[config.mk]
export PLATFORM = sky130hd
export DESIGN_NAME = iot_event_scheduler_flat
export DESIGN_NICKNAME = d
export VERILOG_FILES = /design/src/rtl/iot_event_scheduler_pkg.sv /design/src/rtl/iot_event_scheduler_if.sv /design/src/rtl/iot_event_scheduler_rr_arbiter.sv /design/src/rtl/iot_event_scheduler.sv /design/src/flat_wrapper.sv
export SDC_FILE = /design/constraint.sdc
export NUM_CORES = 1
export LEC_CHECK = 0
export CELL_PAD_IN_SITES_DETAIL_PLACEMENT = 2
export CELL_PAD_IN_SITES_GLOBAL_PLACEMENT = 2
export CORE_MARGIN = 2
export CORE_UTILIZATION = 25
export CTS_CLUSTER_DIAMETER = 50
export DETAILED_ROUTE_END_ITERATION = 10
export PLACE_DENSITY = 0.74
export SYNTH_ARGS = -nofsm -noshare
export SYNTH_HDL_FRONTEND = slang
export SYNTH_SLANG_ARGS = --single-unit
[constraint.sdc]
create_clock -name clk -period 3.6 [get_ports clk]
set_input_delay 0.9 -clock clk [delete_from_list [all_inputs] [get_ports clk]]
set_output_delay 0.9 -clock clk [all_outputs]
set_load 0.01 [all_outputs]
[src/rtl/iot_event_scheduler_pkg.sv]
// iot_event_scheduler_pkg: shared types and constants for the event scheduler.
package iot_pkg;
  typedef enum logic [1:0] {IDLE, ISSUE, WAIT} state_e;
  localparam logic ON = 1'b1;
  localparam logic OFF = 1'b0;
  localparam int HOLD_W = 4;
  function automatic int idx_w(input int n);
    return n > 1 ? $clog2(n) : 1;
  endfunction
endpackage

[src/rtl/iot_event_scheduler_if.sv]
// iot_event_scheduler_if: device request/response bus plus monitor-facing outputs.
interface iot_event_scheduler_if #(parameter int N_DEV = 4, parameter int CNT_W = 8);
  logic [N_DEV-1:0] dev_req;
  logic [N_DEV-1:0] dev_on_off;
  logic [N_DEV-1:0] dev_ack;
  logic [N_DEV-1:0] dev_nack;
  logic change;
  logic on_off;
  logic [N_DEV-1:0] active_map;
  logic [CNT_W-1:0] active_cnt;
  logic busy;
  modport master (output dev_req, dev_on_off,
                  input dev_ack, dev_nack, change, on_off, active_map, active_cnt, busy);
  modport slave (input dev_req, dev_on_off,
                 output dev_ack, dev_nack, change, on_off, active_map, active_cnt, busy);
endinterface

[src/rtl/iot_event_scheduler_rr_arbiter.sv]
// iot_rr_arbiter: first set request at or above ptr_i, wrapping to 0.
module iot_rr_arbiter import iot_pkg::*; #(
  parameter int N_DEV = 4,
  parameter int IW = idx_w(N_DEV)
) (
  input  logic [N_DEV-1:0] req_i,
  input  logic [IW-1:0]    ptr_i,
  output logic [IW-1:0]    win_o,
  output logic             found_o
);
  always_comb begin
    found_o = |req_i;
    win_o = '0;
    // descending scan so the smallest offset from ptr_i wins last
    for (int k = N_DEV - 1; k >= 0; k--)
      if (req_i[(int'(ptr_i) + k) % N_DEV]) win_o = IW'((int'(ptr_i) + k) % N_DEV);
  end
endmodule

[src/rtl/iot_event_scheduler.sv]
// iot_event_scheduler: round-robin funnel of device on/off events into one monitor
// change/on_off stream, rejecting redundant events against a per-device bitmap.
module iot_event_scheduler import iot_pkg::*; #(
  parameter int N_DEV = 4,
  parameter int CNT_W = 8,
  parameter int HOLDOFF = 1
) (
  input logic clk,
  input logic rst_n,
  iot_event_scheduler_if.slave bus
);
  localparam int IW = idx_w(N_DEV);
  state_e state_q, state_d;
  logic [IW-1:0] win_q, win_d, rr_q, rr_d, win;
  logic found;
  logic [HOLD_W-1:0] hold_q, hold_d;
  logic [N_DEV-1:0] ack_q, ack_d, nack_q, nack_d, map_q, map_d;
  logic [CNT_W-1:0] cnt_q, cnt_d;
  logic change_q, change_d, on_off_q, on_off_d, busy_q, busy_d;
  iot_rr_arbiter #(.N_DEV(N_DEV), .IW(IW)) u_arb (
    .req_i(bus.dev_req), .ptr_i(rr_q), .win_o(win), .found_o(found)
  );
  always_comb begin
    state_d = state_q;
    win_d = win_q;
    rr_d = rr_q;
    hold_d = hold_q;
    map_d = map_q;
    cnt_d = cnt_q;
    ack_d = '0;
    nack_d = '0;
    change_d = 1'b0;
    on_off_d = 1'b0;
    case (state_q)
      IDLE: if (found) begin
        win_d = win;
        state_d = ISSUE;
        // legality is settled here so ISSUE outputs can be registered
        if (bus.dev_on_off[win] != map_q[win]) begin
          ack_d[win] = 1'b1;
          change_d = 1'b1;
          on_off_d = bus.dev_on_off[win];
        end else nack_d[win] = 1'b1;
      end
      ISSUE: begin
        if (change_q) begin
          map_d[win_q] = on_off_q;
          cnt_d = on_off_q == ON ? cnt_q + CNT_W'(1) : cnt_q - CNT_W'(1);
        end
        rr_d = win_q == IW'(N_DEV - 1) ? '0 : win_q + IW'(1);
        hold_d = HOLD_W'(HOLDOFF);
        state_d = HOLDOFF > 0 ? WAIT : IDLE;
      end
      WAIT: begin
        hold_d = hold_q - HOLD_W'(1);
        state_d = hold_q <= HOLD_W'(1) ? IDLE : WAIT;
      end
      default: state_d = IDLE;
    endcase
    busy_d = state_d != IDLE;
  end
  always_ff @(posedge clk or negedge rst_n)
    if (!rst_n) begin
      state_q <= IDLE;
      win_q <= '0;
      rr_q <= '0;
      hold_q <= '0;
      map_q <= '0;
      cnt_q <= '0;
      ack_q <= '0;
      nack_q <= '0;
      change_q <= 1'b0;
      on_off_q <= 1'b0;
      busy_q <= 1'b0;
    end else begin
      state_q <= state_d;
      win_q <= win_d;
      rr_q <= rr_d;
      hold_q <= hold_d;
      map_q <= map_d;
      cnt_q <= cnt_d;
      ack_q <= ack_d;
      nack_q <= nack_d;
      change_q <= change_d;
      on_off_q <= on_off_d;
      busy_q <= busy_d;
    end
  assign bus.dev_ack = ack_q;
  assign bus.dev_nack = nack_q;
  assign bus.change = change_q;
  assign bus.on_off = on_off_q;
  assign bus.active_map = map_q;
  assign bus.active_cnt = cnt_q;
  assign bus.busy = busy_q;
endmodule

[src/flat_wrapper.sv]
// flat-port wrapper written by rule: the top's interface ports become plain ports
module iot_event_scheduler_flat import iot_pkg::*;
#(
  parameter int N_DEV = 4,
  parameter int CNT_W = 8,
  parameter int HOLDOFF = 1
)
  (clk, rst_n, bus_dev_req, bus_dev_on_off, bus_dev_ack, bus_dev_nack, bus_change, bus_on_off, bus_active_map, bus_active_cnt, bus_busy);
  iot_event_scheduler_if #(.N_DEV(N_DEV), .CNT_W(CNT_W)) bus_i ();
  input logic clk;
  input logic rst_n;
  input wire logic [$bits(bus_i.dev_req)-1:0] bus_dev_req;
  input wire logic [$bits(bus_i.dev_on_off)-1:0] bus_dev_on_off;
  output wire logic [$bits(bus_i.dev_ack)-1:0] bus_dev_ack;
  output wire logic [$bits(bus_i.dev_nack)-1:0] bus_dev_nack;
  output wire logic [$bits(bus_i.change)-1:0] bus_change;
  output wire logic [$bits(bus_i.on_off)-1:0] bus_on_off;
  output wire logic [$bits(bus_i.active_map)-1:0] bus_active_map;
  output wire logic [$bits(bus_i.active_cnt)-1:0] bus_active_cnt;
  output wire logic [$bits(bus_i.busy)-1:0] bus_busy;
  assign bus_i.dev_req = bus_dev_req;
  assign bus_i.dev_on_off = bus_dev_on_off;
  assign bus_dev_ack = bus_i.dev_ack;
  assign bus_dev_nack = bus_i.dev_nack;
  assign bus_change = bus_i.change;
  assign bus_on_off = bus_i.on_off;
  assign bus_active_map = bus_i.active_map;
  assign bus_active_cnt = bus_i.active_cnt;
  assign bus_busy = bus_i.busy;
  iot_event_scheduler #(.N_DEV(N_DEV), .CNT_W(CNT_W), .HOLDOFF(HOLDOFF)) u_core (.clk(clk), .rst_n(rst_n), .bus(bus_i));
endmodule
==> impl_results.rst, run 1 <==
.. list-table::
   :header-rows: 1

   * - Metric
     - Value
   * - Tcrit/Tclk final
     - 78.75%
   * - Count leader, synth
     - sky130_fd_sc_hd__dfrtp_1
   * - Die width
     - 89.19 microns
   * - Most used standard cells in the synthesized netlist
     - sky130_fd_sc_hd__dfrtp_1 (33), sky130_fd_sc_hd__nand2_1 (23), sky130_fd_sc_hd__ha_1 (17), sky130_fd_sc_hd__o21ai_0 (14), sky130_fd_sc_hd__inv_1 (11)
   * - Clock buffers created by TritonCTS
     - 5
   * - WS Path Type
     - input pin to flop
   * - Number of enable-type register cells in the synthesized netlist
     - 0
   * - H-tree depth reported by CTS
     - 2
   * - Post-detail-place hpwl
     - 3493 microns
   * - Unrepaired setup endpoints after global routing
     - no
   * - First-pass GRT wire length
     - 7548 microns
   * - Highest fanout seen on the critical path
     - 12
   * - Post-Route WL
     - 4643 microns
   * - Number of warning messages in the yosys log
     - 0
   * - Number of gates given a new drive strength after cts
     - 0
   * - Reg power frac
     - 28.8%
   * - CTS tree
     - built
   * - Required time worst endpoint
     - 3.84 ns
   * - Count of port buffers added during placement
     - 32
   * - Maximum number of pins on one net before global-route repair
     - 34
   * - Later-pin clock latency in the skew report
     - 0.30 ns
   * - Final core occ
     - 33.49%
   * - Vias in the first global route
     - 1606
   * - Core outline area
     - 7137 sq um
   * - Post-Synthesis Net Count
     - 211
   * - Setup TNS
     - 0 ns
   * - Max_cap viols
     - 0
   * - Overflow left after global routing
     - 0
   * - Total global-route track usage
     - 12.80%
   * - Routed length per placed instance
     - 14.55 microns
   * - Overall via count from detail_route
     - 1480
   * - Last weighted congestion value of the routability-driven placer
     - 0.7239
   * - Syn avg cell area
     - 9.914 sq um
   * - Number of design rule violations left after detail routing
     - 0
   * - Switching power as a share of total power
     - 39.61%
   * - Run status
     - complete, no violations
   * - Share of final-layout standard cells stronger than drive strength 1
     - 7.727%
   * - Worst hold-check path type
     - flop to flop
   * - Maximum vdd ir drop
     - 0.2887 mV
   * - Setup crit end kind
     - flop
   * - Leak pwr
     - 1.048 nW
   * - Internal power consumption
     - 1.356 mW
   * - CTS Hold Bufs
     - 0
   * - Area share of the largest cell type after synthesis
     - 45.52%
   * - Actual slew at the worst max-slew pin
     - 0.4947 ns
   * - Biggest area consumer among synthesized cells
     - sky130_fd_sc_hd__dfrtp_1
   * - Post-synthesis sequential area ratio
     - 45.52%
   * - I/O pin total
     - 33
   * - Antenna violations before repair
     - 0
   * - Tmin final
     - 2.835 ns
   * - Postcts setup bufs
     - 0
   * - Cell at the root of the clock tree
     - sky130_fd_sc_hd__clkbuf_8
   * - Finish-stage setup viols
     - 0
   * - Combinational cell fraction of total power
     - 52.5%
   * - Synth area leaders
     - sky130_fd_sc_hd__dfrtp_1 (46%), sky130_fd_sc_hd__ha_1 (12%), sky130_fd_sc_hd__nand2_1 (4.8%), sky130_fd_sc_hd__o21ai_0 (3.9%), sky130_fd_sc_hd__mux2i_1 (3.3%)
   * - Vias per Instance
     - 4.639
   * - PwrDens
     - 939.5 nW/um^2
   * - Drt first pass iters
     - 4
   * - Clock Power Share
     - 18.8%
   * - Initial Utilization
     - 25.42%
   * - Switch Pwr
     - 0.8894 mW
   * - Layout Area Growth over Synthesis
     - 31.72%
   * - Number of nets in the finished design
     - 247
   * - DRC marker count from the first detailed-route iteration
     - 43
   * - Clock sink total
     - 33
   * - Hold violation total from the final report
     - 0
   * - Number of cells produced by synthesis
     - 183
   * - Clock skew
     - 0.001532 ns
   * - Maximum clock path buffer count
     - 2
   * - Startpoint type of the worst setup path
     - input pin
   * - Number of antenna repair diodes
     - 0
   * - Top achievable clock speed
     - 352.7 MHz
   * - Clk slew on worst S/H paths
     - 0.07 ns
   * - Combined area of all synthesized cells
     - 1814 sq um
   * - Most common flop cell mapped by yosys
     - sky130_fd_sc_hd__dfrtp_1
   * - Number of slew-limit violations in the final report
     - 0
   * - Ys async rst share
     - 100.0%
   * - Post-DRT Antenna Nets
     - 0
   * - Library cells used by synthesis
     - 42
   * - Site Rows
     - 31
   * - #FFs+latches synth
     - 33
   * - Data arrival, critical path
     - 3.07 ns
   * - Floorplan die area
     - 7954 sq um
   * - Slew HR
     - 66.94%
   * - Die Height
     - 89.19 microns
==> cell usage in the layout (no fill, tap or decap), types with 3 or more instances in the layout <==
cell type                         instances
sky130_fd_sc_hd__dfrtp_1                 33
sky130_fd_sc_hd__nor2_1                   7
sky130_fd_sc_hd__nor3_1                   5
sky130_fd_sc_hd__o21a_1                   4
sky130_fd_sc_hd__buf_4                    3
sky130_fd_sc_hd__mux2i_1                  6
sky130_fd_sc_hd__xnor2_1                  4
sky130_fd_sc_hd__a21o_1                   4
sky130_fd_sc_hd__ha_1                    17
sky130_fd_sc_hd__nand2_1                 23
sky130_fd_sc_hd__inv_1                   11
sky130_fd_sc_hd__nand3_1                  6
sky130_fd_sc_hd__a21oi_1                  8
sky130_fd_sc_hd__o21ai_0                 14
sky130_fd_sc_hd__mux2_2                   3
sky130_fd_sc_hd__clkdlybuf4s50_1         32
sky130_fd_sc_hd__clkbuf_8                 5
==> path summary, 6_finish.rpt <==
kind | from | to | slack, ns | cells past startpoint
min in group asynchronous | rst_n | u_core.bus.active_cnt[3]$_DFFE_PN0P_ | 1.01 | 2
min reg2reg | u_core.bus.active_cnt[7]$_DFFE_PN0P_ | u_core.bus.active_cnt[7]$_DFFE_PN0P_ | 0.47 | 1
max in group asynchronous | rst_n | u_core.hold_q[0]$_DFFE_PN0P_ | 2.28 | 2
max reg2reg | u_core.bus.on_off$_DFF_PN0_ | u_core.bus.active_cnt[7]$_DFFE_PN0P_ | 1.30 | 7
max | bus_dev_req[0] | u_core.bus.dev_ack[0]$_DFF_PN0_ | 0.76 | 10
min | u_core.bus.active_cnt[7]$_DFFE_PN0P_ | u_core.bus.active_cnt[7]$_DFFE_PN0P_ | 0.47 | 1
==> cell families (layout without fill, tap and decap cells) <==
group                      Yosys count  count (layout)  synth area share, %
DFF                                 33              33                45.52
buffers and inverters               17              54                3.655
AOI/OAI and AO/OA                   38              38                12.62
xor gates and xnor gates             6               6                2.897
adders and majority gates           18              18                12.83
and+or+nand+nor                     62              62                17.31
muxes                                9               9                5.172
==> stage by stage <==
step | hold WS, ns | cells | worst slack, ns | cell area, sq um | power (mW)
2_1_floorplan | 0.4799 | 183 | 0.9446 | 1814 | 1.390
3_3_place_gp | 0.4617 | 311 | 0.5046 | 2256 | 1.786
3_5_place_dp | 0.4684 | 311 | 0.4405 | 2256 | 1.840
4_1_cts | 0.4806 | 319 | 0.7440 | 2390 | 2.293
5_1_grt | 0.5056 | 319 | 0.5694 | 2390 | 2.457
6_report | 0.4711 | 319 | 0.7650 | 2390 | 2.245
==> power by group through the flow <==
stage / clock network [mW] / logic, mW / registers, mW
after floorplan: 0 / 0.724 / 0.666
after global placement: 0 / 1.14 / 0.650
after detailed placement: 0 / 1.18 / 0.658
after CTS: 0.439 / 1.20 / 0.651
after global routing: 0.449 / 1.34 / 0.672
final: 0.421 / 1.18 / 0.646
==> per-layer routing <==
metal | global-route usage, % | wire, microns | up-vias
met5 | 0 | 0 | -
met2 | 23.50 | 2480 | 26
li1 | - | - | 704
met4 | 6.106 | 92 | 0
met3 | 3.139 | 136 | 8
met1 | 13.63 | 1933 | 742
==> critical path, stage by stage <==
cell                              delay (ns)
sky130_fd_sc_hd__clkdlybuf4s50_1        0.47
sky130_fd_sc_hd__mux2i_1                0.17
sky130_fd_sc_hd__nor2_1                 0.06
sky130_fd_sc_hd__nor3_1                 0.18
sky130_fd_sc_hd__buf_4                  0.23
sky130_fd_sc_hd__mux2i_1                0.09
sky130_fd_sc_hd__mux2_2                 0.27
sky130_fd_sc_hd__ha_1                   0.32
sky130_fd_sc_hd__nor2_1                 0.21
sky130_fd_sc_hd__and3b_1                0.18
==> sequential cells by signal, indices dropped and copies added, names as in the netlist <==
| name | cells |
|---|---|
| u_core.bus.active_cnt | 8 |
| u_core.bus.active_map | 4 |
| u_core.bus.busy | 1 |
| u_core.bus.change | 1 |
| u_core.bus.dev_ack | 4 |
| u_core.bus.dev_nack | 4 |
| u_core.bus.on_off | 1 |
| u_core.hold_q | 4 |
| u_core.rr_q | 2 |
| u_core.state_q | 2 |
| u_core.win_q | 2 |
==> area by class of cell <==
type                            count  area (sq um)
Tap cell                           99         123.9
Timing Repair Buffer               35         342.8
Clock buffer                        5         68.82
Multi-Input combinational cell    133         922.1
Fill cell                         807          4747
Clock inverter                      3         65.06
Inverter                           11         41.29
Sequential cell                    33         825.8
No activity file was read; power rests on OpenSTA's default activity.
==> run 2: changes to the inputs <==
--- a/config.mk
+++ b/config.mk
@@ -11,7 +11,7 @@
 export CORE_UTILIZATION = 25
 export CTS_CLUSTER_DIAMETER = 50
 export DETAILED_ROUTE_END_ITERATION = 10
-export PLACE_DENSITY = 0.74
+export PLACE_DENSITY = 0.77
 export SYNTH_ARGS = -nofsm -noshare
 export SYNTH_HDL_FRONTEND = slang
 export SYNTH_SLANG_ARGS = --single-unit
==> constraint.sdc (replaced) <==
create_clock -name clk -period 2.3 [get_ports clk]
set_input_delay 0.575 -clock clk [delete_from_list [all_inputs] [get_ports clk]]
set_output_delay 0.575 -clock clk [all_outputs]
set_load 0.01 [all_outputs]
==> run 2 against run 1 <==
Effect of this change: final area increased by 12%; cell count increased by 5.0%; setup slack got worse by 0.70 ns; die area unchanged; routed wire length increased by 21%; first-iteration DRC count increased by 9.3%; sequential power increased by 63%; via count increased by 5.3%.
==> impl_results.rst, run 2 (same netlist as run 1, synthesis figures left out) <==
.. list-table::
   :header-rows: 1

   * - Metric
     - Value
   * - Antenna violations before repair
     - 0 (unchanged)
   * - Capture point of the worst path
     - u_core.bus.dev_ack[2]$_DFF_PN0_
   * - Site Rows
     - 31 (unchanged)
   * - Initial Utilization
     - 25.42% (unchanged)
   * - Die width
     - 89.19 microns (unchanged)
   * - Source of the worst register-to-register timing path
     - u_core.bus.on_off$_DFF_PN0_
   * - Routed length per placed instance
     - 16.78 microns (+15%)
   * - Total power
     - 3.988 mW (+78%)
   * - Die Height
     - 89.19 microns (unchanged)
   * - Timing startpoint of the critical path
     - bus_dev_req[0]
   * - Setup TNS
     - 0 ns (unchanged)
   * - Crit path max-delay family
     - multiplexers
   * - Clock skew
     - 0.01187 ns (+0.01034 ns)
   * - Buffers plus inverters on the worst setup path
     - 2 (unchanged)
   * - Maximum number of pins on one net before global-route repair
     - 34 (unchanged)
   * - Leak pwr
     - 1.148 nW (+9.5%)
   * - Clock sink total
     - 33 (unchanged)
   * - Chain of cells forming the critical path
     - clkdlybuf4s15_1 > mux2i_1 > nor2_1 > nor3_2 > buf_6 > mux2i_4 > mux2_4 > ha_4 > nor4_2
   * - # fillers
     - 788 (-2.4%)
   * - Cell at the root of the clock tree
     - sky130_fd_sc_hd__clkbuf_8
   * - Overall via count from detail_route
     - 1559 (+5.3%)
   * - Post-detail-place hpwl
     - 3534 microns (+1.2%)
   * - Tmin final
     - 2.237 ns
   * - Maximum clock path buffer count
     - 2 (unchanged)
   * - Share of final-layout standard cells stronger than drive strength 1
     - 23.73% (+16 points)
   * - Most frequent cells in the layout
     - sky130_fd_sc_hd__dfrtp_1 (32), sky130_fd_sc_hd__clkdlybuf4s50_1 (28), sky130_fd_sc_hd__nand2_1 (22)
   * - Highest fanout seen on the critical path
     - 5 (-7)
   * - Worst-case register-to-register setup slack
     - 0.06 ns (-1.24 ns)
   * - Layout Area Growth over Synthesis
     - 47.72%
   * - Setup crit end kind
     - flop
   * - Vias per Instance
     - 4.654 (+0.31%)
   * - Actual slew at the worst max-slew pin
     - 0.4342 ns (-0.06049 ns)
   * - Worst r2r dst
     - u_core.bus.active_cnt[6]$_DFFE_PN0P_
   * - Vias in the first global route
     - 1705 (+6.2%)
   * - Worst r2r path cells
     - 9 (+2)
   * - Floorplan die area
     - 7954 sq um (unchanged)
   * - Slowest stage delay, CP
     - 0.28 ns (-0.19 ns)
   * - Hold violation total from the final report
     - 0 (unchanged)
   * - Top achievable clock speed
     - 447.0 MHz
   * - Data arrival, critical path
     - 2.44 ns (-0.63 ns)
   * - Number of nets in the finished design
     - 263 (+6.5%)
   * - Worst Hold Depth
     - 1 (unchanged)
   * - Post-DRT Antenna Nets
     - 0 (unchanged)
   * - Clock buffers created by TritonCTS
     - 5 (unchanged)
   * - Placed cell areas
     - 2321 sq um (+2.9%)
   * - Clk slew on worst S/H paths
     - 0.08 ns (about the same)
   * - Number of slew-limit violations in the final report
     - 0 (unchanged)
   * - Number of cells on the critical path
     - 9 (-1)
   * - First-pass GRT wire length
     - 8631 microns (+14%)
   * - DRC marker count from the first detailed-route iteration
     - 47 (+9.3%)
   * - I/O pin total
     - 33 (unchanged)
   * - Slew HR
     - 71.05% (+4.1 points)
   * - H-tree depth reported by CTS
     - 2 (unchanged)
   * - Overflow left after global routing
     - 0 (unchanged)
   * - Post-Route WL
     - 5621 microns (+21%)
   * - Critical-path top delay cell
     - sky130_fd_sc_hd__nor4_2
   * - Later-pin clock latency in the skew report
     - 0.31 ns (about the same)
   * - Cell total after placement
     - 319 (+2.6%)
   * - Final Cell Area
     - 2680 sq um (+12%)
   * - Worst hold-check path type
     - flop to flop
   * - Last weighted congestion value of the routability-driven placer
     - 0.6845 (-5.4%)
   * - CTS tree
     - built
   * - PwrDens
     - 1488 nW/um^2 (+58%)
   * - Run status
     - complete, no violations
   * - Number of design rule violations left after detail routing
     - 0 (unchanged)
   * - Number of antenna repair diodes
     - 0 (unchanged)
   * - Final core occ
     - 37.55% (+4.1 points)
   * - Startpoint type of the worst setup path
     - input pin
   * - Finish-stage setup viols
     - 0 (unchanged)
   * - Drt first pass iters
     - 4 (unchanged)
   * - CTS Hold Bufs
     - 0 (unchanged)
   * - Total global-route track usage
     - 14.52% (+1.7 points)
   * - Max_cap viols
     - 0 (unchanged)
   * - Max FFs per register
     - 8 (unchanged)
   * - WS Path Type
     - input pin to flop
   * - Maximum vdd ir drop
     - 0.3537 mV (+22%)
   * - Most common library cell in the layout ignoring fill and taps
     - sky130_fd_sc_hd__dfrtp_1
   * - Count of port buffers added during placement
     - 32 (unchanged)
   * - Post-route non-filler standard cell count
     - 335 (+5.0%)
   * - Tcrit/Tclk final
     - 97.27%
   * - Core outline area
     - 7137 sq um (unchanged)
   * - Required time worst endpoint
     - 2.50 ns (-1.34 ns)
## run 2: changes by cell type in the layout (fill, tap and decap cells not counted), sizes merged
| cell | delta |
|---|---|
| clkbuf | +1 |
| clkinvlp | +2 |
| clkdlybuf4s15 | +1 |
| bufinv | -1 |
| dlygate4sd2 | +1 |
| buf | +15 |
| dlymetal6s2s | +2 |
| clkdlybuf4s50 | -4 |
| inv | -1 |
## run 2: final cells by class
cell class | count | area (sq um) | area share, %
Sequential cell | 33 | 827.0 | 30.86
Tap cell | 99 | 123.9 | 4.622
Clock inverter | 3 | 46.29 | 1.727
Multi-Input combinational cell | 133 | 1097 | 40.94
Inverter | 11 | 45.04 | 1.681
Timing Repair Buffer | 51 | 471.7 | 17.60
Clock buffer | 5 | 68.82 | 2.568
## run 2: metal layers
layer	track usage, %	part of all wire (%)	vias up
li1	-	-	740
met1	18.12	43	785
met2	24.38	53	26
met4	4.342	1.3	0
met5	0	0	-
met3	4.155	2.8	8
## run 2: what timing repair did
action                     4_1_cts  5_1_grt
pin swaps                        2        5
resized for setup               18       19
setup endpoints to repair        9       12
setup buffers                    1        7
## run 2: worst min path at each step
stage,from,end,slack (ns)
4_1_cts,u_core.bus.active_cnt[7]$_DFFE_PN0P_,u_core.bus.active_cnt[7]$_DFFE_PN0P_,0.48
5_1_grt,u_core.bus.active_cnt[7]$_DFFE_PN0P_,u_core.bus.active_cnt[7]$_DFFE_PN0P_,0.52
3_3_place_gp,u_core.bus.active_cnt[7]$_DFFE_PN0P_,u_core.bus.active_cnt[7]$_DFFE_PN0P_,0.46
3_5_place_dp,u_core.bus.active_cnt[7]$_DFFE_PN0P_,u_core.bus.active_cnt[7]$_DFFE_PN0P_,0.47
2_1_floorplan,rst_n,u_core.bus.active_cnt[0]$_DFFE_PN0P_,0.28
6_report,u_core.bus.active_cnt[7]$_DFFE_PN0P_,u_core.bus.active_cnt[7]$_DFFE_PN0P_,0.46
## run 2: report_power, final
| part | internal (mW) | switching [mW] | total (mW) |
|---|---|---|---|
| clock network | 0.324 | 0.255 | 0.580 |
| logic | 1.21 | 1.15 | 2.36 |
| registers | 0.804 | 0.243 | 1.05 |
| total | 2.34 | 1.65 | 3.99 |
## run 2: through the flow
| step | setup WS, ns | hold slack, ns |
|---|---|---|
| 3_3_place_gp | -0.4053 | 0.4621 |
| 2_1_floorplan | 0.08020 | 0.2794 |
| 5_1_grt | -0.05351 | 0.5225 |
| 3_5_place_dp | -0.5854 | 0.4651 |
| 6_report | 0.06271 | 0.4614 |
| 4_1_cts | -0.004656 | 0.4765 |
## run 2: worst register-to-register path: cells and delay by family, from the launching register on
family / cells / cell delay [ns]
AO/OA/AOI/OAI: 3 / 0.37
adder cells (fa/ha/maj): 1 / 0.19
buffers and inverters: 3 / 0.46
flip-flops: 1 / 0.42
AND/OR/NAND/NOR: 2 / 0.73
